File: src/rtl/mem_bus_arbiter.sv
// mem_bus_arbiter: shares the single memory port between the 65C02 core and
// one DMA requester. DMA bursts are capped at MAX_BURST cycles, after which
// the CPU is guaranteed HOLDOFF cycles of bus ownership.
//
// Handshake: dma_req is a level request held high while transfers are
// wanted. dma_ack=1 marks a cycle whose memory access belongs to DMA; that
// access completes at the next rising edge. The requester must drop dma_req
// in the same cycle as its last wanted ack. cpu_rdy=0 freezes the CPU core,
// which then holds AB/DO/WE steady until the bus comes back.
module mem_bus_arbiter #(
  parameter int MAX_BURST = 16,
  parameter int HOLDOFF   = 1
) (
  input  logic        clk,
  input  logic        reset_n,
  input  logic [15:0] cpu_ab,
  input  logic [7:0]  cpu_do,
  input  logic        cpu_we,
  output logic [7:0]  cpu_di,
  output logic        cpu_rdy,
  input  logic        dma_req,
  input  logic [15:0] dma_addr,
  input  logic [7:0]  dma_wdata,
  input  logic        dma_we,
  output logic        dma_ack,
  output logic [7:0]  dma_rdata,
  output logic [15:0] mem_addr,
  output logic [7:0]  mem_din,
  output logic        mem_we,
  input  logic [7:0]  mem_dout,
  output logic        burst_active
);

  typedef enum logic [1:0] {
    ST_CPU  = 2'd0,
    ST_DMA  = 2'd1,
    ST_HOLD = 2'd2
  } state_t;

  // Terminal counts; both parameters are bounded to 1..255 so 8 bits suffice.
  localparam logic [7:0] BURST_LAST = 8'(MAX_BURST - 1);
  localparam logic [7:0] HOLD_LAST  = 8'(HOLDOFF - 1);

  state_t     state;
  state_t     state_next;
  logic [7:0] burst_cnt;
  logic [7:0] burst_cnt_next;
  logic [7:0] hold_cnt;
  logic [7:0] hold_cnt_next;

  // State register, burst/hold counters and the registered debug flag.
  always_ff @(posedge clk or negedge reset_n) begin
    if (!reset_n) begin
      state        <= ST_CPU;
      burst_cnt    <= 8'd0;
      hold_cnt     <= 8'd0;
      burst_active <= 1'b0;
    end else begin
      state        <= state_next;
      burst_cnt    <= burst_cnt_next;
      hold_cnt     <= hold_cnt_next;
      burst_active <= (state_next == ST_DMA);
    end
  end

  // Next-state and counter update; dma_req is only looked at where it matters.
  always_comb begin
    state_next     = state;
    burst_cnt_next = burst_cnt;
    hold_cnt_next  = hold_cnt;
    case (state)
      ST_CPU: begin
        if (dma_req) begin
          state_next     = ST_DMA;
          burst_cnt_next = 8'd0;
        end
      end
      ST_DMA: begin
        burst_cnt_next = burst_cnt + 8'd1;
        // A dropped request takes priority over reaching the burst limit.
        if (!dma_req) begin
          state_next = ST_CPU;
        end else if (burst_cnt == BURST_LAST) begin
          state_next    = ST_HOLD;
          hold_cnt_next = 8'd0;
        end
      end
      ST_HOLD: begin
        hold_cnt_next = hold_cnt + 8'd1;
        if (hold_cnt == HOLD_LAST) begin
          if (dma_req) begin
            state_next     = ST_DMA;
            burst_cnt_next = 8'd0;
          end else begin
            state_next = ST_CPU;
          end
        end
      end
      default: begin
        state_next = ST_CPU;
      end
    endcase
  end

  // Bus mux and handshake outputs; mem_we is gated by reset so an in-flight
  // write is abandoned the moment reset asserts.
  always_comb begin
    mem_addr = cpu_ab;
    mem_din  = cpu_do;
    mem_we   = cpu_we & reset_n;
    cpu_rdy  = 1'b1;
    dma_ack  = 1'b0;
    if (state == ST_DMA) begin
      mem_addr = dma_addr;
      mem_din  = dma_wdata;
      mem_we   = dma_we & reset_n;
      cpu_rdy  = 1'b0;
      dma_ack  = 1'b1;
    end
    cpu_di    = mem_dout;
    dma_rdata = mem_dout;
  end

endmodule

File: config.mk
export PLATFORM = sky130hd
export DESIGN_NAME = mem_bus_arbiter
export DESIGN_NICKNAME = d
export VERILOG_FILES = /design/src/rtl/mem_bus_arbiter.sv
export SDC_FILE = /design/constraint.sdc
export NUM_CORES = 1
export LEC_CHECK = 0
export CORE_MARGIN = 5
export CORE_UTILIZATION = 34
export DETAILED_ROUTE_END_ITERATION = 16
export GPL_ROUTABILITY_DRIVEN = 0
export PLACE_DENSITY = 0.78
export SLEW_MARGIN = 10
export SYNTH_ARGS = -nofsm -noshare
export SYNTH_HDL_FRONTEND = slang
export SYNTH_SLANG_ARGS = --single-unit
File: constraint.sdc
create_clock -name clk -period 2.8 [get_ports clk]
set_clock_uncertainty 0.2 [all_clocks]
set_input_delay 0.28 -clock clk [delete_from_list [all_inputs] [get_ports clk]]
set_output_delay 0.28 -clock clk [all_outputs]
set_load 0.1 [all_outputs]
# Word level (Yosys, flattened, before mapping)
# Cells that the tools add are included.
[totals] regBits=19 input_bits=61 wordCells=38
[classes] addsub=2 n_eq_ne=7 mux=17 n_bitwise=2 reduce_logical=6
[ops] operator="$mux 8" n=5
[ops] operator="$pmux 8 s3" n=1
[ops] operator="$add 8x1->8 const B" n=2
[ops] operator="$mux 16" n=1
[ops] operator="$pmux 8 s2" n=1
[ops] operator="$eq 8x4->1 const B" n=1
[ops] operator="$logic_not 8->1" n=1
[ops] operator="$mux 2" n=4
[ops] operator="$ne 2x2->1 const B" n=3
[ops] operator="$pmux 2 s3" n=1
[ops] operator="$eq 2x1->1 const B" n=2
[ops] operator="$mux 1" n=4
[ops] operator="$reduce_and 3->1" n=1
[ops] operator="$reduce_bool 3->1" n=1
[ops] operator="$and 1x1->1" n=2
[ops] operator="$eq 2x2->1 const B" n=1
[ops] operator="$logic_not 2->1" n=1
[ops] operator="$reduce_and 2->1" n=1
[ops] operator="$reduce_bool 2->1" n=1

# Depth between registers and ports, before layout
[depth] ltp_word=5 mapped_depth=7 ltp_nobuf=6

# Worst setup path before layout
# Ideal clock, no wire load.
[synth_timing] path_type="register to register" from="register state[0]" to="register burst_cnt[0]" arrival_ps=2944 t_required_ps=2497 slack_ps=-447 stages_incl_launch_ff=6 path_buffers=2 period_less_slack_ps=3247 cell_sequence="dfrtp_1 nor2b_1 clkbuf_1 clkbuf_1 inv_1 o21ai_0"
[synth_via] elab_chain_len=3 elab_cells_between_ends=7 cone_classes="eq/ne: 3; mux: 1; reduce/logical: 3"
[synth_lines] item="start: declaration" line="44" text="state_t state;"
[synth_lines] item="start signal: assignment" line="59" text="state <= state_next;"
[synth_lines] item="$eq 2x2->1, or another cell as far along" line="71" text="case (state)"
[synth_lines] item="$ne 2x2->1 (no line) / $reduce_bool 3->1 (equally long branches)"
[synth_lines] item="$reduce_and 2->1 (no line)"
[synth_lines] item="end signal: assignment" line="60" text="burst_cnt <= burst_cnt_next;"
[synth_lines] item="end: declaration" line="46" text="logic [7:0] burst_cnt;"
# Several ways; a longest one is shown, not always the timed one.
# A chain may end at the register's enable or synchronous reset.

# Worst setup path in the final report
[layout_timing] from="register hold_cnt[0]" to="register burst_cnt[5]"
[layout_via] elab_chain_len=3
[layout_lines] item="start: declaration" line="48" text="logic [7:0] hold_cnt;"
[layout_lines] item="start signal: assignment" line="61" text="hold_cnt <= hold_cnt_next;"
[layout_lines] item="$logic_not 8->1" line="90" text="if (hold_cnt == HOLD_LAST) begin"
[layout_lines] item="$ne 2x2->1 (no line)"
[layout_lines] item="$reduce_and 2->1 (no line)"
# Every way passes these cells.

==> out/metrics.cfg <==
[outcome]
outcome=completed

[synth]
synth.top_cell.area_share_pct=33.2
ys.flop_type=dfrtp_1
synthTopCellsByArea=dfrtp_1, mux2_2, buf_4, o21ai_0, nand2_1
syn-num-nets=216
synth_seq_cells=19
syn_inst=152
synth.avg_cell_area_um2=9.42
synth_area_um2=1430
async_flop_share_pct=100
yosysWarningCount=0
yosysTopAreaCell=dfrtp_1
ys_types=35
yosysSeqAreaShare_pct=33.2
synth.most_common_cell=mux2_2
synth_edf_count=0
netlist_top_cells_count=mux2_2, dfrtp_1, buf_4, o21ai_0, nand2_1

[placed_design]
pre_cts_ws_ns=0.412
portBuffers=80
hpwl_um=3450
placed_cell_area_um2=2380

[layout]
n_antenna_cell=0
area_delta_synth_final_pct=69.4
layout-drive-gt1-share_pct=30.6
final_nets=281
final_area_um2=2420

[timing]
setup_viol=0
tightest_slew_ns=0.577
fin_crit_sh_pct=85.8
fin_tns_setup_ns=0
hold_viol=0
max_freq_ghz=0.416
slew_headroom_pct=61.5
rsz0062_at_grt=no
fin_crit_ns=2.40
timing.final.ws_setup_ns=0.399
final_max_slew_viol_count=0

[routing]
routed_wl_um=4090
drcViolationCount=0
routed_via_density=5.37
first_iter_violations=87
first_pass_iters=4
vias=1429
antenna_left=0
drt-wirelength-per-cell_um=15.4

[worst_setup_path]
worst-setup-path-type=reg2reg
rrSetupSlack_ns=0.40
cp-end-kind=flop
cp.required_ns=2.79
path_max_fanout=13
rr_startpoint=hold_cnt[0]
start_kind=flop
reg2reg_to=burst_cnt[5]
critPathLaunch=hold_cnt[0]
reg2reg_depth=6
crit_arrival_ns=2.39

[die]
chipWidth_um=74.9
start_util_pct=35.5
core_um2=4030
die_y_um=74.9
row_count=23
io_pins=105
die-area_um2=5610

[power_and_ir_drop]
internal_power_mw=0.777
p_leak_nw=0.993
power.density_nw_per_um2=618
ir_worst_vdd_uv=388
seq_power_share_pct=25.2
p_comb_share_pct=61.9
power_mw=1.50
switching_share_pct=48.1
switchingPower_mw=0.720
clock_power_share_pct=12.9

[clock_network]
numClockSinks=19
post_cts_buffers=0
cts-root-buf=clkbuf_8
clkTransAtPathRegs_ns=0.07
clk_latency_ns=0.26
cts_buffers=3
clockBufferDepth=2
htree_levels=1
ctsResizeCount=0
hold_buffers=0
cts_tree=built

[global_routing]
antenna_found_initial=0
grt_usage_pct=15.6
grt_max_degree=31
grt_pass1_wl_um=6760
grt_pass1_vias=1489
overflow=0

[hold_path]
hp-class=in2async

[job]
drv_cap=0

cells by family (layout without fill, tap and decap cells):
kind of cell	after synthesis	after routing	synth area share (%)
AOI/OAI and AO/OA	33	33	14.2
muxes	26	26	20.3
and+or+nand+nor	45	45	18.2
buffers and inverters	26	90	11.5
DFF	19	19	33.2
adders and majority gates	3	3	2.62
routing by layer:
metal	up-vias	global-route usage, %	part of all wire [%]
met5	-	0	0
met2	79	26.7	49
met1	669	16.4	35
met3	8	7.48	13
li1	673	-	-
met4	0	6.32	2.0
placed cells by master (no fill, tap or decap), drive strengths merged:
master,instances
a21oi,6
a31o,2
a41oi,1
and3,3
buf,30
clkbuf,4
clkdlybuf4s50,52
dfrtp,19
ha,3
inv,4
mux2,24
mux2i,2
nand2,11
nand2b,2
nand3,7
nand4,3
nand4b,1
nor2,4
nor2b,3
nor4,3
o211ai,1
o21a,1
o21ai,15
o21bai,1
o22ai,1
o31ai,4
o41a,1
or2,1
or3,2
or4,4
or4b,1
final cells by class:
| type | count | area [µm²] |
|---|---|---|
| fillers | 346 | 1600 |
| repair buffers | 82 | 1030 |
| inverters | 4 | 15.0 |
| multi-input cells | 107 | 793 |
| clock buffers | 4 | 45.0 |
| well taps | 50 | 62.6 |
| flip-flops and latches | 19 | 475 |
worst max-delay path by stage:
stage	end	slack, ns	cells past startpoint
after detailed placement	burst_cnt[5]	0.41	6
after global routing	mem_we	0.25	5
final	burst_cnt[5]	0.40	6
after global placement	burst_cnt[5]	0.47	6
after floorplan	mem_we	0.19	4
after CTS	burst_cnt[5]	0.39	6
power groups by stage:
stage / registers (mW) / clock network, mW / logic, mW
3_3_place_gp: 0.377 / 0 / 0.928
2_1_floorplan: 0.385 / 0 / 0.685
6_report: 0.377 / 0.193 / 0.927
3_5_place_dp: 0.381 / 0 / 0.936
5_1_grt: 0.386 / 0.211 / 0.971
4_1_cts: 0.376 / 0.198 / 0.937
state kept, by name, summed over array words and instances, names as in the netlist:
register      flops
hold_cnt          8
burst_active      1
burst_cnt         8
state             2
through the flow:
stage                     std cells  hold WS [ns]  util [%]
after floorplan                 152        -0.216         -
after global placement          262         0.294      59.1
after detailed placement        262         0.302      59.1
after CTS                       266         0.249      60.2
after global routing            266         0.290      60.2
final                           266         0.242      60.2
critical path, stage by stage (launching register included):
cell	delay, ns
dfrtp_1	0.43
inv_1	0.08
ha_1	0.13
or4b_4	0.47
o21a_1	0.33
or4_1	0.55
a21oi_1	0.15
(Power assumes the default switching activity.)
